[src/rtl/demux1_4_dispatcher.sv]
// demux1_4_dispatcher
// Front-end sequencer for a 1:4 demux datapath. Takes words from a single
// valid/ready source and picks a destination for each one, either from
// in_dest (addressed mode) or from a rotating pointer (round-robin mode).
// Each word is held on select/out_data until the chosen sink accepts it.
// A word whose sink stalls for TIMEOUT consecutive cycles is dropped and
// counted.
module demux1_4_dispatcher #(
  parameter int DATA_W  = 4,
  parameter int TIMEOUT = 15,
  parameter int CNT_W   = 8
) (
  input  logic              clk,
  input  logic              rst,
  input  logic              mode,
  input  logic              in_valid,
  output logic              in_ready,
  input  logic [1:0]        in_dest,
  input  logic [DATA_W-1:0] in_data,
  output logic [1:0]        select,
  output logic [DATA_W-1:0] out_data,
  output logic [3:0]        out_valid,
  input  logic [3:0]        out_ready,
  output logic              busy,
  output logic              drop_pulse,
  output logic [CNT_W-1:0]  drop_count
);

  // The stall counter only has to reach TIMEOUT-1; with TIMEOUT==0 it
  // simply saturates and is never compared against a limit.
  localparam int WC_W = (TIMEOUT > 2) ? $clog2(TIMEOUT) : 1;
  localparam logic [WC_W-1:0] WC_LAST = WC_W'((TIMEOUT > 0) ? (TIMEOUT - 1) : 0);
  localparam logic [WC_W-1:0] WC_MAX  = {WC_W{1'b1}};
  localparam logic [CNT_W-1:0] CNT_MAX = {CNT_W{1'b1}};

  localparam logic [0:0] S_IDLE = 1'b0;
  localparam logic [0:0] S_SEND = 1'b1;

  logic [0:0]        state_q,      state_d;
  logic [1:0]        select_q,     select_d;
  logic [DATA_W-1:0] data_q,       data_d;
  logic [1:0]        rr_ptr_q,     rr_ptr_d;
  logic [WC_W-1:0]   wait_cnt_q,   wait_cnt_d;
  logic              drop_pulse_q, drop_pulse_d;
  logic [CNT_W-1:0]  drop_count_q, drop_count_d;

  logic sending_s;
  logic acc_s;
  logic expire_s;
  logic in_ready_s;
  logic cap_s;

  // Handshake decode: sink acceptance, timeout expiry and source readiness.
  // in_ready follows out_ready combinationally so a delivery and a new
  // capture can share a cycle (one word per cycle).
  always_comb begin
    sending_s  = (state_q == S_SEND);
    acc_s      = sending_s & out_ready[select_q];
    expire_s   = 1'b0;
    if (TIMEOUT != 0) begin
      expire_s = sending_s & ~acc_s & (wait_cnt_q == WC_LAST);
    end else begin
      expire_s = 1'b0;
    end
    in_ready_s = (state_q == S_IDLE) | acc_s;
    cap_s      = in_valid & in_ready_s;
  end

  // Next-state computation for the sequencer and its bookkeeping registers.
  always_comb begin
    state_d      = state_q;
    select_d     = select_q;
    data_d       = data_q;
    rr_ptr_d     = rr_ptr_q;
    wait_cnt_d   = wait_cnt_q;
    drop_pulse_d = 1'b0;
    drop_count_d = drop_count_q;

    if (cap_s) begin
      // New word: destination and round-robin advance are fixed here, so a
      // later mode change cannot redirect a word already held.
      data_d     = in_data;
      wait_cnt_d = {WC_W{1'b0}};
      state_d    = S_SEND;
      if (mode) begin
        select_d = rr_ptr_q;
        rr_ptr_d = rr_ptr_q + 2'd1;
      end else begin
        select_d = in_dest;
        rr_ptr_d = rr_ptr_q;
      end
    end else begin
      case (state_q)
        S_IDLE: begin
          state_d = S_IDLE;
        end
        S_SEND: begin
          if (acc_s) begin
            state_d = S_IDLE;
          end else if (expire_s) begin
            state_d      = S_IDLE;
            drop_pulse_d = 1'b1;
            if (drop_count_q != CNT_MAX) begin
              drop_count_d = drop_count_q + {{(CNT_W-1){1'b0}}, 1'b1};
            end else begin
              drop_count_d = drop_count_q;
            end
          end else begin
            state_d = S_SEND;
            if (wait_cnt_q != WC_MAX) begin
              wait_cnt_d = wait_cnt_q + {{(WC_W-1){1'b0}}, 1'b1};
            end else begin
              wait_cnt_d = wait_cnt_q;
            end
          end
        end
        default: begin
          state_d = S_IDLE;
        end
      endcase
    end
  end

  // State registers; reset discards any held word.
  always_ff @(posedge clk or posedge rst) begin
    if (rst) begin
      state_q      <= S_IDLE;
      select_q     <= 2'd0;
      data_q       <= {DATA_W{1'b0}};
      rr_ptr_q     <= 2'd0;
      wait_cnt_q   <= {WC_W{1'b0}};
      drop_pulse_q <= 1'b0;
      drop_count_q <= {CNT_W{1'b0}};
    end else begin
      state_q      <= state_d;
      select_q     <= select_d;
      data_q       <= data_d;
      rr_ptr_q     <= rr_ptr_d;
      wait_cnt_q   <= wait_cnt_d;
      drop_pulse_q <= drop_pulse_d;
      drop_count_q <= drop_count_d;
    end
  end

  // One-hot valid decode from registered state only, so it can never be
  // multi-hot and never depends on sink inputs.
  always_comb begin
    out_valid = 4'b0000;
    if (state_q == S_SEND) begin
      case (select_q)
        2'd0:    out_valid = 4'b0001;
        2'd1:    out_valid = 4'b0010;
        2'd2:    out_valid = 4'b0100;
        2'd3:    out_valid = 4'b1000;
        default: out_valid = 4'b0000;
      endcase
    end else begin
      out_valid = 4'b0000;
    end
  end

  assign in_ready   = in_ready_s;
  assign select     = select_q;
  assign out_data   = data_q;
  assign busy       = (state_q == S_SEND);
  assign drop_pulse = drop_pulse_q;
  assign drop_count = drop_count_q;

endmodule

[config.mk]
export PLATFORM = sky130hd
export DESIGN_NAME = demux1_4_dispatcher
export DESIGN_NICKNAME = d
export VERILOG_FILES = /design/src/rtl/demux1_4_dispatcher.sv
export SDC_FILE = /design/constraint.sdc
export NUM_CORES = 1
export LEC_CHECK = 0
export CAP_MARGIN = 20
export CELL_PAD_IN_SITES_DETAIL_PLACEMENT = 0
export CELL_PAD_IN_SITES_GLOBAL_PLACEMENT = 2
export CORE_AREA = 2 2 83 53
export CTS_CLUSTER_SIZE = 40
export DETAILED_ROUTE_END_ITERATION = 8
export DIE_AREA = 0 0 85 55
export PLACE_DENSITY_LB_ADDON = 0.3
export SYNTH_ARGS = -nofsm -noshare
export SYNTH_HDL_FRONTEND = slang
export SYNTH_SLANG_ARGS = --single-unit
[constraint.sdc]
create_clock -name clk -period 2.53 [get_ports clk]
set_input_delay 0.506 -clock clk [delete_from_list [all_inputs] [get_ports clk]]
set_output_delay 0.506 -clock clk [all_outputs]
set_load 0.02 [all_outputs]
==> results by group <==
Layout
  – Nets: approximately 160
  – Fin area: between 1500 and 2000 um^2
  – Filler instances: approximately 380
  – Area of the multi-input gates: between 500 and 600 um^2
  – Share of layout cells above drive strength 1: 0.184
  – P&R area growth vs syn: 43.2%
  – Antenna diode count: 0
  – Seq. cell area: 551 um^2

Floorplan
  – Starting Density: 0.297
  – Die H: 55 um
  – Die footprint: between 4000 and 5000 um^2
  – # rows: 18
  – I/O pin cnt: 35
  – Core Area: about 4000 um^2
  – Die Width: 85 um

Synth
  – Register area share after synthesis: 0.471
  – Complex-gate fraction of the synthesized area: 0.117
  – Most common cell in the synthesized netlist: dfrtp_1
  – Synth top area share: 0.471
  – Yosys Warn Count: 0
  – Yosys cell types: 35
  – Main combinational cell family by area after synthesis: simple AND/OR/NAND/NOR gates
  – Avg Inst Size Synth: 12.1 um^2
  – Synth Flop Type: dfrtp_1
  – Mux share of post-synthesis cell area: 0.0995
  – Ys async rst share: 1.00
  – Synth area leaders: dfrtp_1 (47%), mux2_2 (4.8%), xor2_1 (3.7%), ha_1 (3.2%), nor2_1 (2.9%)
  – Mapped Area: 1170 um^2
  – Syn Nets: around 110
  – Area leader, netlist: dfrtp_1
  – Simple logic cell fraction of the synthesized area: 0.203
  – XOR/XNOR Fraction of Synth Area: 0.0599
  – Mapped Cells: slightly below 100
  – Yosys reg bits: 22
  – Post-Synth Adder-Cell Area: 0.0321
  – Post-synth top cells: dfrtp_1 (22), nor2_1 (9), nand2_1 (8)
  – Number of synthesized flops with an enable pin: 0

Clocking
  – Setup Buffers After CTS: 0
  – CTS max path bufs: 2
  – CTS Root Cell: clkbuf_8
  – CTS tree: built
  – CTS Buf Count: 3
  – Clk Latency, worst-skew pair: approximately 260 ps
  – CTS clk-pin slew, worst paths: around 80 ps
  – Hold_buf cts: 0
  – # clock sinks: 22
  – Htree depth: 1

Power and ir drop
  – P per Cell Area: 865 nW/um^2
  – Net Sw Frac: 0.373
  – Leakage: ~0.7 nW
  – Sw Pwr: approximately 0.00054 W
  – Clock share of power: 0.173
  – Int Pwr: approximately 0.0009 W
  – VDD IR max: about 0.37 mV
  – Gate power share: 0.472
  – Reg power frac: 0.355

STA
  – Hold Vio Cnt, Final: 0
  – Fin crit period: 2210 ps
  – Setup Skew: roughly 5.5 ps
  – Fin Setup TNS: 0 ps
  – Worst slew pin tran: slightly below 400 ps
  – Final Max Tran Viols: 0
  – RSZ-0062 raised after global routing: no
  – Period utilization: 0.874
  – Final setup violation count: 0
  – Max-Slew Margin vs Limit: 0.740
  – FMAX: roughly 450 MHz

Placement
  – Placed Area: 1620 um^2
  – # port buffers: 34
  – Dpl hpwl: roughly 2000 um
  – Gpl congestion: approximately 0.70

Routing
  – Vias post-DR: 908
  – Final WL: approximately 2500 um
  – Routed vias/inst: around 4.8
  – Drt first pass iters: 4
  – Avg WL per Cell: about 13 um
  – Drt drc: 0
  – DR iter-0 viols: 42
  – Remaining antenna violation count: 0

Worst setup path
  – Critical path cell sequence: nand2b_1, nor2_1, clkdlybuf4s50_1
  – Worst-path fanout max: 5
  – Worst path bufs/invs: 1
  – Slowest stage delay, CP: ~620 ps
  – Worst Setup Start Kind: flop
  – WP data arrival: 1710 ps
  – Top delay family on crit path: buffers and inverters
  – Reg2reg setup slack: between 500 and 600 ps
  – CP max-delay cell: clkdlybuf4s50_1
  – Crit. End Element: output port
  – Critical Path RT: roughly 2000 ps
  – Setup CP Type: reg -> out

Flow run
  – Number of max-cap violations: 0

Global route
  – Largest net degree at the start of global routing: 23
  – Initial antenna violation count: 0
  – Remaining Overflow, GRT: 0
  – First-pass GRT wire length: 4230 um
  – Number of global-route vias before repair: slightly below 900
  – GRT Resource Usage Total: 0.118

Outcome
  – Outcome: finished, final reports clean

Min path
  – HP Class: reg -> reg
## metal layers
layer	global-route usage	wire length, um	vias to the layer above
li1	-	-	444
met1	0.162	1310	439
met2	0.181	1070	23
met3	0.0415	123	2
met4	0.0238	12	0
met5	0	0	-
## per-stage QoR
step           utilization  cells  worst slack (ps)  hold slack [ps]  total power [W]
2_1_floorplan            -     97               717              445         0.000900
3_3_place_gp         0.410    187              46.0              461          0.00121
3_5_place_dp         0.410    187              45.5              471          0.00122
4_1_cts              0.424    191              27.5              487          0.00148
5_1_grt              0.425    191               195              510          0.00155
6_report             0.425    191               318              482          0.00145
## registers in the layout (all words and copies together), names as in the netlist
signal,flops
rr_ptr_q,2
drop_count,8
wait_cnt_q,4
select,2
out_data,4
drop_pulse,1
busy,1
## layout make-up
class / instances / share of cell area
Timing Repair Buffer: 40 / 0.232
Multi-Input combinational cell: 70 / 0.357
Clock buffer: 4 / 0.0329
Inverter: 5 / 0.0127
Sequential cell: 22 / 0.329
Tap cell: 50 / 0.0373
## cells in the final DEF (no fill, tap or decap), types with 3 or more instances in the layout
cell type / instances
ha_1: 3
mux2i_1: 3
mux2_2: 5
xor2_1: 5
buf_4: 6
dfrtp_1: 22
clkdlybuf4s50_1: 33
inv_1: 4
xnor2_1: 3
nand2_1: 8
nand4_1: 4
clkbuf_8: 4
nor2_1: 9
## timing repair
action,in CTS,in global routing
resized for setup,0,1
setup endpoints to repair,0,1
hold endpoints to repair,0,0
## worst paths after layout
path,start,to,depth (start not counted)
worst min register to register,rr_ptr_q[1],rr_ptr_q[1],1
max in group asynchronous,rst,drop_count[2],3
min in group asynchronous,rst,drop_count[7],3
worst max register to register,select[0],drop_count[1],5
worst min-delay path,rr_ptr_q[1],rr_ptr_q[1],1
worst max-delay path,select[1],out_valid[1],3
## kinds of logic (layout without fill, tap and decap cells)
kind of cell               after synthesis  after routing
AOI/OAI and AO/OA                       13             13
xor gates and xnor gates                 8              8
adders and majority gates                3              3
buffers and inverters                    5             49
DFF                                     22             22
muxes                                   10             10
and+or+nand+nor                         36             36
## power groups by stage
stage / sequential (W) / clock (W) / combinational, W
floorplan: 0.000575 / 0 / 0.000325
global placement: 0.000520 / 0 / 0.000686
detailed placement: 0.000523 / 0 / 0.000696
CTS: 0.000517 / 0.000265 / 0.000698
global route: 0.000531 / 0.000283 / 0.000740
finish: 0.000515 / 0.000251 / 0.000684
## worst register-to-register path, cell delays in order, from the launching register on
cell      delay [ps]
dfrtp_1          470
mux2_4           350
buf_4            150
o32ai_4          400
nand3b_2         170
mux2_4           320
Power figures use the tool's default switching activity.
